<file path="src/rtl/lc3b_fetch_ctrl_if.sv">
// Fetch-side bus bundle: instruction-memory handshake, decode stall/redirect inputs,
// and the IR load outputs.
interface lc3b_fetch_ctrl_if;
    logic        imem_read;
    logic [15:0] imem_address;
    logic [15:0] imem_rdata;
    logic        imem_resp;
    logic        id_stall;
    logic        redirect;
    logic [15:0] redirect_pc;
    logic        ir_load;
    logic [15:0] ir_word;
    logic [15:0] ir_pc;
    logic [15:0] fetch_count;

    modport master (
        output imem_read, imem_address, ir_load, ir_word, ir_pc, fetch_count,
        input  imem_rdata, imem_resp, id_stall, redirect, redirect_pc
    );

    modport slave (
        input  imem_read, imem_address, ir_load, ir_word, ir_pc, fetch_count,
        output imem_rdata, imem_resp, id_stall, redirect, redirect_pc
    );
endinterface

</file>
<file path="src/rtl/lc3b_fetch_ctrl.sv">
// LC-3b instruction-fetch sequencer: owns the fetch PC, runs the imem handshake,
// buffers one word across decode stalls and handles redirects in flight.
module lc3b_fetch_ctrl #(
    parameter logic [15:0] RESET_PC = 16'h0000,
    parameter logic [15:0] PC_INC   = 16'd2
) (
    input  logic               clk,
    input  logic               rst_n,
    lc3b_fetch_ctrl_if.master  bus
);
    typedef enum logic {S_REQ, S_HOLD} state_t;

    state_t      state_reg, state_next;
    logic [15:0] pc_reg, pc_next;
    logic [15:0] hold_reg, hold_next;
    logic        redir_pend_reg, redir_pend_next;
    logic [15:0] redir_tgt_reg, redir_tgt_next;
    logic [15:0] count_reg, count_next;
    logic [15:0] pc_inc;

    assign pc_inc = pc_reg + PC_INC;

    always_ff @(posedge clk) begin
        if (!rst_n) begin
            state_reg      <= S_REQ;
            pc_reg         <= RESET_PC;
            hold_reg       <= 16'h0000;
            redir_pend_reg <= 1'b0;
            redir_tgt_reg  <= 16'h0000;
            count_reg      <= 16'h0000;
        end else begin
            state_reg      <= state_next;
            pc_reg         <= pc_next;
            hold_reg       <= hold_next;
            redir_pend_reg <= redir_pend_next;
            redir_tgt_reg  <= redir_tgt_next;
            count_reg      <= count_next;
        end
    end

    always_comb begin
        state_next       = state_reg;
        pc_next          = pc_reg;
        hold_next        = hold_reg;
        redir_pend_next  = redir_pend_reg;
        redir_tgt_next   = redir_tgt_reg;
        count_next       = count_reg;
        bus.imem_read    = 1'b0;
        bus.imem_address = 16'h0000;
        bus.ir_load      = 1'b0;
        bus.ir_word      = 16'h0000;
        bus.ir_pc        = 16'h0000;
        bus.fetch_count  = 16'h0000;

        // Everything is forced quiet while reset is asserted, including any response.
        if (rst_n) begin
            bus.fetch_count = count_reg;
            case (state_reg)
                S_REQ: begin
                    bus.imem_read    = 1'b1;
                    bus.imem_address = pc_reg;
                    if (bus.imem_resp) begin
                        if (bus.redirect) begin
                            pc_next         = bus.redirect_pc;
                            redir_pend_next = 1'b0;
                        end else if (redir_pend_reg) begin
                            pc_next         = redir_tgt_reg;
                            redir_pend_next = 1'b0;
                        end else if (bus.id_stall) begin
                            hold_next  = bus.imem_rdata;
                            state_next = S_HOLD;
                        end else begin
                            bus.ir_load = 1'b1;
                            bus.ir_word = bus.imem_rdata;
                            bus.ir_pc   = pc_inc;
                            pc_next     = pc_inc;
                            count_next  = count_reg + 16'd1;
                        end
                    end else if (bus.redirect) begin
                        // Address must stay stable until the response, so defer the target.
                        redir_pend_next = 1'b1;
                        redir_tgt_next  = bus.redirect_pc;
                    end
                end
                S_HOLD: begin
                    if (bus.redirect) begin
                        hold_next  = 16'h0000;
                        pc_next    = bus.redirect_pc;
                        state_next = S_REQ;
                    end else if (!bus.id_stall) begin
                        bus.ir_load = 1'b1;
                        bus.ir_word = hold_reg;
                        bus.ir_pc   = pc_inc;
                        pc_next     = pc_inc;
                        count_next  = count_reg + 16'd1;
                        state_next  = S_REQ;
                    end
                end
                default: state_next = S_REQ;
            endcase
        end
    end
endmodule

</file>
<file path="src/flat_wrapper.sv">
// flat-port wrapper written by rule: the top's interface ports become plain ports
module lc3b_fetch_ctrl_flat 
#(
    parameter logic [15:0] RESET_PC = 16'h0000,
    parameter logic [15:0] PC_INC   = 16'd2
)
  (clk, rst_n, bus_imem_read, bus_imem_address, bus_ir_load, bus_ir_word, bus_ir_pc, bus_fetch_count, bus_imem_rdata, bus_imem_resp, bus_id_stall, bus_redirect, bus_redirect_pc);
  lc3b_fetch_ctrl_if bus_i ();
  input  logic clk;
  input  logic rst_n;
  output wire logic [$bits(bus_i.imem_read)-1:0] bus_imem_read;
  output wire logic [$bits(bus_i.imem_address)-1:0] bus_imem_address;
  output wire logic [$bits(bus_i.ir_load)-1:0] bus_ir_load;
  output wire logic [$bits(bus_i.ir_word)-1:0] bus_ir_word;
  output wire logic [$bits(bus_i.ir_pc)-1:0] bus_ir_pc;
  output wire logic [$bits(bus_i.fetch_count)-1:0] bus_fetch_count;
  input wire logic [$bits(bus_i.imem_rdata)-1:0] bus_imem_rdata;
  input wire logic [$bits(bus_i.imem_resp)-1:0] bus_imem_resp;
  input wire logic [$bits(bus_i.id_stall)-1:0] bus_id_stall;
  input wire logic [$bits(bus_i.redirect)-1:0] bus_redirect;
  input wire logic [$bits(bus_i.redirect_pc)-1:0] bus_redirect_pc;
  assign bus_imem_read = bus_i.imem_read;
  assign bus_imem_address = bus_i.imem_address;
  assign bus_ir_load = bus_i.ir_load;
  assign bus_ir_word = bus_i.ir_word;
  assign bus_ir_pc = bus_i.ir_pc;
  assign bus_fetch_count = bus_i.fetch_count;
  assign bus_i.imem_rdata = bus_imem_rdata;
  assign bus_i.imem_resp = bus_imem_resp;
  assign bus_i.id_stall = bus_id_stall;
  assign bus_i.redirect = bus_redirect;
  assign bus_i.redirect_pc = bus_redirect_pc;
  lc3b_fetch_ctrl #(.RESET_PC(RESET_PC), .PC_INC(PC_INC)) u_core (.clk(clk), .rst_n(rst_n), .bus(bus_i));
endmodule
</file>
<file path="config.mk">
export PLATFORM = sky130hd
export DESIGN_NAME = lc3b_fetch_ctrl_flat
export DESIGN_NICKNAME = d
export VERILOG_FILES = /design/src/rtl/lc3b_fetch_ctrl_if.sv /design/src/rtl/lc3b_fetch_ctrl.sv /design/src/flat_wrapper.sv
export SDC_FILE = /design/constraint.sdc
export NUM_CORES = 1
export LEC_CHECK = 0
export ABC_AREA = 0
export CORE_MARGIN = 3
export CORE_UTILIZATION = 50
export CTS_CLUSTER_SIZE = 8
export DETAILED_ROUTE_END_ITERATION = 12
export PLACE_DENSITY = 0.89
export SYNTH_ARGS = -nofsm -noshare
export SYNTH_HDL_FRONTEND = slang
export SYNTH_SLANG_ARGS = --single-unit
</file>
<file path="constraint.sdc">
create_clock -name clk -period 2.4 [get_ports clk]
set_input_delay 0.24 -clock clk [delete_from_list [all_inputs] [get_ports clk]]
set_output_delay 0.24 -clock clk [all_outputs]
set_load 0.01 [all_outputs]
</file>
Word level (Yosys, flattened, before mapping)
Cells that the tools add are included.
{ "totals": {"reg_bits": 66, "latch_bits": 0, "ram_bits": 0, "rom_bits": 0, "output_inout_bits": 66, "memories": 0} }
{ "classes": {"n_addsub": 2, "mul": 0, "div": 0, "magnitude_cmp": 0, "eq_ne": 6, "shifts": 0, "n_mux": 53, "bitwise": 2, "n_reduce_logical": 5} }
{ "ops": {"columns": ["operator", "n"], "rows": [
  ["2-to-1 mux 16 bit", 31],
  ["case mux 16 bit (2 select lines)", 5],
  ["adder 16 x 1 -> 16 bit (second input constant)", 1],
  ["adder 16 x 2 -> 16 bit (second input constant)", 1],
  ["2-to-1 mux 1 bit", 15],
  ["inequality test 2 bit (second input constant)", 6],
  ["AND reduction 5 bit", 1],
  ["case mux 1 bit (2 select lines)", 2],
  ["AND reduction 4 bit", 1],
  ["AND reduction 3 bit", 1],
  ["inverter 1 bit", 2],
  ["AND reduction 2 bit", 1],
  ["nonzero test 2 bit", 1]
]} }

Logic depth before layout (Yosys ltp)
{ "depth": {"depth_word": 7, "ltp_mapped": 9, "ltp_nobuf": 7} }

Worst setup path before layout
Ideal clock, no wire load.
{ "synth_timing": {"path_kind": "reg2reg", "startpoint": "register u_core.pc_reg[1]", "endpoint": "register u_core.pc_reg[11]", "setup_time_ns": 0.128, "t_arrival_ns": 1.620, "path_slack_ns": 0.652, "stages_incl_launch_ff": 8, "path_buffers": 1, "period_less_slack_ns": 1.748, "cell_sequence": "dfxtp_1 -> ha_1 -> clkbuf_1 -> inv_1 -> nor4_2 -> xor2_1 -> a221oi_1 -> a21oi_1"} }
{ "synth_between": {"elab_chain_cells": 6, "elab_cells_between_ends": 7, "cone_classes": "1 x add/sub; 6 x mux"} }
{ "synth_lines": {"columns": ["item", "line", "source"], "rows": [
  ["start: declaration", "lc3b_fetch_ctrl.sv:14", "logic [15:0] pc_reg, pc_next;"],
  ["start signal: assignment", "lc3b_fetch_ctrl.sv:33", "pc_reg <= pc_next;"],
  ["adder 16 x 2 -> 16 bit *", "lc3b_fetch_ctrl.sv:21", "assign pc_inc = pc_reg + PC_INC;"],
  ["2-to-1 mux 16 bit *", "lc3b_fetch_ctrl.sv:69, lc3b_fetch_ctrl.sv:90", null],
  ["2-to-1 mux 16 bit", "lc3b_fetch_ctrl.sv:66", "end else if (redir_pend_reg) begin"],
  ["2-to-1 mux 16 bit", "lc3b_fetch_ctrl.sv:63", "if (bus.redirect) begin"],
  ["2-to-1 mux 16 bit", "lc3b_fetch_ctrl.sv:62", "if (bus.imem_resp) begin"],
  ["case mux 16 bit (2 select lines) *", "lc3b_fetch_ctrl.sv:58", "case (state_reg)"]
]} }
Mark *: on every way between the ends. The rest lies on a longest branch, timed or not. The select of a mux whose other input is x is not followed.
A chain may end at the register's enable or synchronous reset.

Final worst setup path
{ "layout_timing": {"startpoint": "register u_core.pc_reg[5]", "endpoint": "output bus_ir_pc[15]"} }
{ "layout_between": {"elab_chain_cells": 7, "elab_cells_between_ends": 8, "cone_classes": "1 x add/sub; 7 x mux"} }
{ "layout_lines": {"columns": ["item", "line", "source"], "rows": [
  ["adder 16 x 2 -> 16 bit *", "lc3b_fetch_ctrl.sv:21", null],
  ["2-to-1 mux 16 bit *", "lc3b_fetch_ctrl.sv:69, lc3b_fetch_ctrl.sv:90", null],
  ["2-to-1 mux 16 bit", "lc3b_fetch_ctrl.sv:66", null],
  ["2-to-1 mux 16 bit", "lc3b_fetch_ctrl.sv:63", null],
  ["2-to-1 mux 16 bit", "lc3b_fetch_ctrl.sv:62", null],
  ["case mux 16 bit (2 select lines) *", "lc3b_fetch_ctrl.sv:58", null],
  ["2-to-1 mux 16 bit *", "lc3b_fetch_ctrl.sv:56", "if (rst_n) begin"],
  ["end: declaration", "flat_wrapper.sv:15", "output wire logic [$bits(bus_i.ir_pc)-1:0] bus_ir_pc;"]
]} }
Mark *: on every way between the ends. The rest lies on a longest branch, timed or not.

==> flow_metrics.tcl <==
set metrics [dict create \
    status "completed" \
    worst_hold_slack_ns 0.4537 \
    synth_common_cells "66 x dfxtp_1, 60 x nor2b_1, 50 x nand2_1" \
    cts_buffers 9 \
    synthTopCellsByArea "dfxtp_1 31%, nor2b_1 8.9%, and2_1 7.1%" \
    drive_gt1_frac 0.1002 \
    synth_fp_nets 583 \
    required_ns 2.16 \
    fin_crit_sh 0.9814 \
    cp-start-kind "flip-flop" \
    gp_congestion 0.8642 \
    setup_tns_ns 0 \
    finalWirelength_um 11600 \
    start_util 0.5287 \
    syn_inst 543 \
    grt_pass1_vias 4040 \
    syn_area_mm2 0.004213 \
    dieArea_mm2 0.009563 \
    stdcell_area_mm2 0.005652 \
    synth_flop_cell "dfxtp_1" \
    netSwitchingPower_uw 698.0 \
    yosys_warnings 0 \
    path_max_fanout 6 \
    syn_avg_cell_area_um2 7.758 \
    grt_max_degree 80 \
    grt_setup_unrepaired "true" \
    skew_ns 0.008383 \
    worstSkewPairLatency_ns 0.34 \
    path_class "reg2out" \
    track_usage 0.2355 \
    synth.most_common_cell "dfxtp_1" \
    pwr_density_cell_mw_per_mm2 458.0 \
    critPathCaptureType "output pin" \
    hold_class "reg2reg" \
    utilization 0.7093 \
    drc 0 \
    crit_chain "and4_4 -> nand2_2 -> nor4_2 -> xnor2_1 -> nor2_1 -> clkdlybuf4s50_1" \
    core_area_mm2 0.007968 \
    comb_power_share 0.189 \
    pre_cts_ws_ns 0.08801 \
    area_growth_pct 34.16 \
    htreeDepth 3 \
    post_drt_via_cell_ratio 5.652 \
    crit_family "simple AND/OR/NAND/NOR gates" \
    root_buffer "clkbuf_8" \
    grt_overflow_total 0 \
    grt_pass1_wl_um 18950 \
    antenna_found_initial 0 \
    diodes 0 \
    setup_viol 0 \
    path_buf_inv 1 \
    rows 32 \
    clock_sinks 66 \
    slew_violations 0 \
    netlist.area_leader.share 0.3136 \
    drv_cap 0 \
    cts_buffer_depth 2 \
    die_x_um 97.79 \
    cp_slowest_cell "clkdlybuf4s50_1" \
    ys_types 56 \
    timing.slew.headroom 0.6050 \
    route.antenna.remaining_nets 0 \
    yosysSeqAreaShare 0.3136 \
    peakVddDrop_v 0.0003031 \
    cp.arrival_ns 2.12 \
    cts_hold_buffers 0 \
    cts_tree "built" \
    portBuffers 102 \
    power_switching_share 0.2697 \
    hpwlAfterDp_um 8372 \
    cpPeakStageDelay_ns 0.54 \
    avgRoutedWirePerCell_um 15.44 \
    clockPowerShare 0.351 \
    vias 4245 \
    fmax_ghz 0.4246 \
    finalHoldViolations 0 \
    cellInternalPower_uw 1891 \
    async_reset_ff_frac 0 \
    clk_pin_slew_worst_paths_ns 0.07 \
    dr.pass1.iters 6 \
    worst_pin_slew_ns 0.5911 \
    setup_slack_ns 0.04474 \
    ioPinCount 103 \
    synth_area_leader_cell "dfxtp_1" \
    synth_edf_count 0 \
    nets 685 \
    power.share.sequential 0.460 \
    synth-seq-cells 66 \
    first_iter_violations 241 \
    dpl-instance-area_mm2 0.005419 \
    die-height_um 97.79 \
    min_period_ns 2.355 \
    leakagePower_uw 0.002130 \
]
[worst reg2reg max path: stages, from the launching register on]
cell      delay (ns)
dfxtp_2         0.42
ha_1            0.22
buf_4           0.16
inv_1           0.09
nor4_2          0.32
xor2_1          0.14
a221oi_1        0.28
a21oi_1         0.10
[stage by stage]
stage / std cells / total power [uW]
floorplan: 543 / 1485
global placement: 735 / 1670
detailed placement: 735 / 1689
CTS: 750 / 2600
global route: 751 / 2692
finish: 751 / 2589
[metal layers]
metal  share of wire  GRT usage  wire length, um  vias up
li1                -          -                -     2049
met1            0.40     0.2714             4629     1976
met2            0.51     0.4349             5955      195
met3           0.068    0.04571              788       25
met4           0.019    0.07774              225        0
met5               0          0                0        -
[cell usage in the layout, fill, tap and decap left out, types with 10 or more instances in the layout]
cell type          n
nor2b_1           60
nor2_1            41
xor2_1            11
nand2_1           50
buf_4             24
dfxtp_1           61
a21boi_1          13
and2_1            48
a21oi_1           33
o21ai_0           18
a22oi_1           17
clkdlybuf4s50_1  101
clkbuf_8          10
nand3_1           11
mux2i_1           17
inv_1             12
xnor2_1           16
[power by group through the flow]
stage / registers, uW / clock network [uW] / logic, uW
3_3_place_gp: 1210 / 0 / 463
5_1_grt: 1190 / 967 / 531
3_5_place_dp: 1210 / 0 / 479
2_1_floorplan: 1200 / 0 / 289
4_1_cts: 1190 / 930 / 484
6_report: 1190 / 910 / 489
[area by class of cell]
cell class	count	area, um^2
sequential	66	1333
tap	102	127.6
timing repair buffer	130	1267
clock buffer	12	145.1
inverter	14	52.55
multi-input combinational	424	2686
clock inverter	3	40.04
fill	610	2316
[cells by family after synthesis]
| family | count (synthesis) | share of synthesized area |
|---|---|---|
| fa+ha+maj | 3 | 0.008911 |
| simple gates | 254 | 0.3285 |
| compound gates | 120 | 0.1898 |
| mux | 20 | 0.04841 |
| flops | 66 | 0.3136 |
| buf+inv | 53 | 0.05465 |
| xor+xnor | 27 | 0.05613 |
[worst paths after layout]
| check | from | slack (ns) | to | depth (start not counted) |
|---|---|---|---|---|
| min | u_core.redir_tgt_reg[6] | 0.45 | u_core.redir_tgt_reg[6] | 2 |
| min reg2reg | u_core.redir_tgt_reg[6] | 0.45 | u_core.redir_tgt_reg[6] | 2 |
| max | u_core.pc_reg[5] | 0.04 | bus_ir_pc[15] | 6 |
| max reg2reg | u_core.pc_reg[1] | 0.55 | u_core.pc_reg[11] | 7 |
[repair_timing]
action,4_1_cts,5_1_grt
endpoints found under the setup margin,3,9
pin swaps,0,1
gates resized for setup,7,7
buffers inserted,0,1
Power figures use the tool's default switching activity.
